[config.mk]
export PLATFORM = sky130hd
export DESIGN_NAME = block_mac_2x2
export DESIGN_NICKNAME = d
export VERILOG_FILES = /design/src/rtl/matrix_mul_pkg.sv /design/src/rtl/serial_mult_acc.sv /design/src/rtl/block_mac_2x2.sv
export SDC_FILE = /design/constraint.sdc
export NUM_CORES = 1
export LEC_CHECK = 0
export CORE_AREA = 4 4 119 144
export DETAILED_ROUTE_END_ITERATION = 8
export DIE_AREA = 0 0 123 148
export HOLD_SLACK_MARGIN = 0.06
export PLACE_DENSITY = 0.76
export REMOVE_ABC_BUFFERS = 1
export SLEW_MARGIN = 20
export SYNTH_ARGS = -nofsm -noshare
export SYNTH_HDL_FRONTEND = slang
export SYNTH_SLANG_ARGS = --single-unit
[constraint.sdc]
create_clock -name clk -period 7.8 [get_ports clk]
set_input_delay 1.56 -clock clk [delete_from_list [all_inputs] [get_ports clk]]
set_output_delay 1.56 -clock clk [all_outputs]
set_load 0.01 [all_outputs]
[src/rtl/matrix_mul_pkg.sv]
// matrix_mul_pkg: shared state encoding and 8-step schedule for the 2x2 block multiplier
package matrix_mul_pkg;
   typedef enum logic [1:0] {ST_IDLE, ST_MUL, ST_DONE} state_t;
   localparam int STEPS = 8;
   // element index 0..3 = x11, x12, x21, x22; entry k sits at slice [k]
   localparam logic [7:0][1:0] A_SCHED   = {2'd3, 2'd2, 2'd3, 2'd2, 2'd1, 2'd0, 2'd1, 2'd0};
   localparam logic [7:0][1:0] B_SCHED   = {2'd3, 2'd1, 2'd2, 2'd0, 2'd3, 2'd1, 2'd2, 2'd0};
   localparam logic [7:0][1:0] ACC_SCHED = {2'd3, 2'd3, 2'd2, 2'd2, 2'd1, 2'd1, 2'd0, 2'd0};
endpackage

[src/rtl/serial_mult_acc.sv]
// serial_mult_acc: unsigned multiply-accumulate truncated to data_w with overflow detect
module serial_mult_acc #(
   parameter int data_w = 8
) (
   input  logic [data_w-1:0] a_i,
   input  logic [data_w-1:0] b_i,
   input  logic [data_w-1:0] acc_i,
   output logic [data_w-1:0] sum_o,
   output logic              ovf_o
);
   logic [2*data_w-1:0] prod;
   logic [data_w:0]     sum;
   assign prod  = {{data_w{1'b0}}, a_i} * {{data_w{1'b0}}, b_i};
   assign sum   = {1'b0, acc_i} + {1'b0, prod[data_w-1:0]};
   assign sum_o = sum[data_w-1:0];
   // a sum carry out or any high product bit means the true value left data_w bits
   assign ovf_o = (|prod[2*data_w-1:data_w]) | sum[data_w];
endmodule

[src/rtl/block_mac_2x2.sv]
// block_mac_2x2: serial 2x2 block multiplier C = A*B using one shared multiplier over 8 cycles
module block_mac_2x2
   import matrix_mul_pkg::*;
#(
   parameter int data_w = 8
) (
   input  logic              clk,
   input  logic              rst,
   input  logic              start_mac,
   input  logic [data_w-1:0] a_11,
   input  logic [data_w-1:0] a_12,
   input  logic [data_w-1:0] a_21,
   input  logic [data_w-1:0] a_22,
   input  logic [data_w-1:0] b_11,
   input  logic [data_w-1:0] b_12,
   input  logic [data_w-1:0] b_21,
   input  logic [data_w-1:0] b_22,
   output logic [data_w-1:0] c_11,
   output logic [data_w-1:0] c_12,
   output logic [data_w-1:0] c_21,
   output logic [data_w-1:0] c_22,
   output logic              done_mac,
   output logic              busy,
   output logic              ovf
);
   state_t            state_q;
   logic [2:0]        k_q;
   logic [data_w-1:0] a_q [4];
   logic [data_w-1:0] b_q [4];
   logic [data_w-1:0] acc_q [4];
   logic [data_w-1:0] c_q [4];
   logic              ovf_acc_q, ovf_q, done_q, busy_q;
   logic [data_w-1:0] sum_d;
   logic              step_ovf_d;

   serial_mult_acc #(.data_w(data_w)) u_mac (
      .a_i  (a_q[A_SCHED[k_q]]),
      .b_i  (b_q[B_SCHED[k_q]]),
      .acc_i(acc_q[ACC_SCHED[k_q]]),
      .sum_o(sum_d),
      .ovf_o(step_ovf_d)
   );

   // sequencer: latch operands on start, accumulate one scheduled product per MUL cycle, publish on step 7
   always_ff @(posedge clk or posedge rst) begin
      if (rst) begin
         state_q   <= ST_IDLE;
         k_q       <= '0;
         ovf_acc_q <= 1'b0;
         ovf_q     <= 1'b0;
         done_q    <= 1'b0;
         busy_q    <= 1'b0;
         for (int i = 0; i < 4; i++) begin
            a_q[i]   <= '0;
            b_q[i]   <= '0;
            acc_q[i] <= '0;
            c_q[i]   <= '0;
         end
      end else begin
         case (state_q)
            ST_IDLE, ST_DONE: if (start_mac) begin
               a_q       <= '{a_11, a_12, a_21, a_22};
               b_q       <= '{b_11, b_12, b_21, b_22};
               acc_q     <= '{default: '0};
               ovf_acc_q <= 1'b0;
               k_q       <= '0;
               done_q    <= 1'b0;
               busy_q    <= 1'b1;
               state_q   <= ST_MUL;
            end
            ST_MUL: begin
               acc_q[ACC_SCHED[k_q]] <= sum_d;
               ovf_acc_q             <= ovf_acc_q | step_ovf_d;
               k_q                   <= k_q + 3'd1;
               if (k_q == 3'(STEPS - 1)) begin
                  c_q     <= '{acc_q[0], acc_q[1], acc_q[2], sum_d};
                  ovf_q   <= ovf_acc_q | step_ovf_d;
                  done_q  <= 1'b1;
                  busy_q  <= 1'b0;
                  state_q <= ST_DONE;
               end
            end
            default: state_q <= ST_IDLE;
         endcase
      end
   end

   assign c_11     = c_q[0];
   assign c_12     = c_q[1];
   assign c_21     = c_q[2];
   assign c_22     = c_q[3];
   assign done_mac = done_q;
   assign busy     = busy_q;
   assign ovf      = ovf_q;
endmodule

==> run_results.csv <==
group,metric,value,unit
global_route,antenna_found_initial,0,
clock_tree,clock-sinks,137,
worst_setup_path,crit_top_cell,"fa_1",
synth,yosysMostFrequentCell,"nand2_1",
synth,synth_top_area_share,41.7,%
clock_tree,cts_buffers,17,
placement,gp_congestion,0.874,
synth,async_flop_share,100,%
worst_setup_path,rr_endpoint,"ovf",
worst_setup_path,worstPathMaxFanout,11,
timing,fin_tns_setup,0,ns
timing,fmax,166,MHz
placement,port_buffers,101,
clock_tree,tritoncts,"yes",
detailed_routing,drc,0,
worst_setup_path,crit_start,"k_q[2]",
detailed_routing,wire_per_inst,15.8,microns
floorplan,core_area,0.0156,sq mm
floorplan,ios,102,
detailed_routing,drt_iter0_drc,484,
synth,syn-cell-area,0.00822,sq mm
placement,dp_slack,1.77,ns
synth,yosys.cell_types.count,53,
global_route,overflow,0,
synth,synth-seq-cells,137,
layout,finalNetCount,1065,
worst_hold_path,hold_class,"reg -> reg",
layout,antenna_cells,0,
global_route,groute.usage.overall,21.3,%
timing,setup_ws,1.78,ns
floorplan,die_y,148,microns
timing,finalMaxSlewViolations,0,
layout,fin_cells,1136,
worst_setup_path,arrival,6.31,ns
clock_tree,clk_pin_slew_worst_paths,0.06,ns
clock_tree,cts.path.max_buffers,2,
worst_setup_path,worstSetupPathType,"reg -> reg",
synth,synth_flop_cell,"dfrtp_1",
worst_setup_path,cp_slowest_cell,"dfrtp_1",
global_route,grt_pass1_wl,30700,microns
floorplan,die_w,123,microns
synth,yosys-top-cells-area,"dfrtp_1, nand2_1, fa_1",
timing,slew_headroom,27.9,%
worst_setup_path,path_cells,"mux4_2 > and2_1 > fa_1 > inv_1 > fa_1 > fa_1 > fa_1 > inv_1 > ha_1 > xnor2_1 > ha_1 > a211oi_1 > o21ai_0 > a211oi_1 > o2111ai_1 > a2111oi_2 > a21oi_1",
synth,synth_common_cells,"nand2_1, dfrtp_1, inv_1",
timing,skew,0.0146,ns
worst_setup_path,crit_required,8.09,ns
synth,syn_avg_cell_area,9.92,sq um
layout,drive_gt1_share,7.76,%
worst_setup_path,end_kind,"flop",
flow_run,drv_cap,0,
global_route,grt_start_max_net_pins,101,
layout,area_growth,21.3,%
detailed_routing,wirelength,18000,microns
clock_tree,hold_buffers,0,
worst_setup_path,rr_startpoint,"k_q[2]",
synth,syn_inst,829,
clock_tree,cts_root_buf,"clkbuf_16",
timing,setup_violations,0,
worst_setup_path,start_kind,"flop",
timing,rsz0062_at_grt,"no",
worst_setup_path,slowest_delay,0.77,ns
synth,synth_area_leader_cell,"dfrtp_1",
clock_tree,cts-resized-gates,0,
floorplan,num_rows,50,
worst_hold_path,holdPathStages,2,
synth,synth-edff-count,0,
floorplan,initial_utilization,52.8,%
worst_setup_path,r2r_cells,17,
timing,worst_pin_slew,1.08,ns
detailed_routing,vias,6127,
synth,yosysWarnings,0,
detailed_routing,vias_per_cell,5.39,
run_status,status,"finished clean",
detailed_routing,ant_nets,0,
placement,place.detailed.hpwl,12700,microns
synth,ys_seq_area_share,41.7,%
clock_tree,cts_setup_buffers,0,
floorplan,dieArea,0.0182,sq mm
worst_hold_path,hold_start,"done_mac",
worst_hold_path,worstHoldEndpoint,"done_mac",
detailed_routing,drt_first_pass_iters,6,
clock_tree,clkLatencyLatePin,0.43,ns
timing,finalHoldViolations,0,
global_route,grt_pass1_vias,6441,
placement,dp.cells,1104,
worst_setup_path,r2r_slack,1.78,ns
timing,min_period_over_period,77.2,%
layout,fill_cells,1223,
timing,layout_min_cycle_time,6.02,ns
clock_tree,h-tree-depth,4,
cell usage in the layout (no fill, tap or decap), types with 5 or more instances in the layout:
cell type	netlist	routed
mux4_2	24	24
a211oi_1	5	5
xnor2_1	8	8
clkdlybuf4s50_1	0	101
a21o_1	7	7
o21ai_1	25	25
clkbuf_16	0	17
dfrtp_1	137	137
inv_1	62	61
fa_1	37	37
ha_1	46	46
nand3_1	36	36
o21ai_0	27	27
nor2_1	9	9
a21oi_1	15	15
and2_1	32	32
nand2_1	248	248
mux2_1	20	20
per-stage QoR:
| stage | utilization (%) | area, sq um | hold WS (ns) |
|---|---|---|---|
| 6_report | 64.0 | 9970 | 0.473 |
| 2_1_floorplan | - | 8040 | 0.440 |
| 4_1_cts | 64.0 | 9970 | 0.478 |
| 3_5_place_dp | 60.1 | 9360 | 0.460 |
| 3_3_place_gp | 60.1 | 9360 | 0.455 |
| 5_1_grt | 64.0 | 9970 | 0.492 |
worst max path at each step:
stage | end | slack, ns
floorplan | ovf | 1.95
global placement | ovf_acc_q | 1.94
global route | ovf | 1.35
finish | ovf | 1.78
detailed placement | ovf_acc_q | 1.77
CTS | ovf | 1.78
worst max-delay path, delay by kind of cell, from the launching register on:
| kind | cells | cell delay, ns |
|---|---|---|
| muxes | 1 | 0.69 |
| AOI/OAI and AO/OA | 6 | 1.23 |
| and+or+nand+nor | 1 | 0.20 |
| DFF | 1 | 0.77 |
| xor gates and xnor gates | 1 | 0.16 |
| adders and majority gates | 6 | 2.74 |
| buffers and inverters | 2 | 0.09 |
flip-flops by register name (all words and copies together), names as in the netlist:
signal / cells
k_q: 3
state_q: 2
b_q: 32
ovf_acc_q: 1
c_22: 8
a_q: 32
busy: 1
ovf: 1
acc_q: 32
c_12: 8
c_11: 8
done_mac: 1
c_21: 8
layer usage:
metal | share of wire, % | wire length, microns | up-vias | GRT usage (%)
li1 | - | - | 2930 | -
met1 | 43 | 7820 | 3003 | 28.3
met2 | 50 | 9030 | 165 | 34.2
met3 | 4.4 | 786 | 29 | 4.36
met4 | 2.0 | 365 | 0 | 8.64
met5 | 0 | 0 | - | 0
kinds of logic (layout without fill, tap and decap cells):
family                     count (synthesis)  after routing  synth area share [%]
adders and majority gates                 83             83                  16.0
and+or+nand+nor                          348            348                  18.2
xor gates and xnor gates                  10             10                  1.07
buffers and inverters                    100            199                  5.11
AOI/OAI and AO/OA                        103            103                  8.03
muxes                                     48             48                  9.86
DFF                                      137            137                  41.7
cell type report:
type / instances / area (sq um) / area share, %
inverter: 62 / 238 / 2.38
clock buffer: 18 / 429 / 4.30
tap: 208 / 260 / 2.61
timing repair buffer: 105 / 1040 / 10.4
clock inverter: 14 / 189 / 1.89
sequential: 137 / 3430 / 34.4
multi-input combinational: 592 / 4390 / 44.0
Power is not shown: default switching activity piles up to over one toggle a cycle in this logic, so the estimate is an artifact.
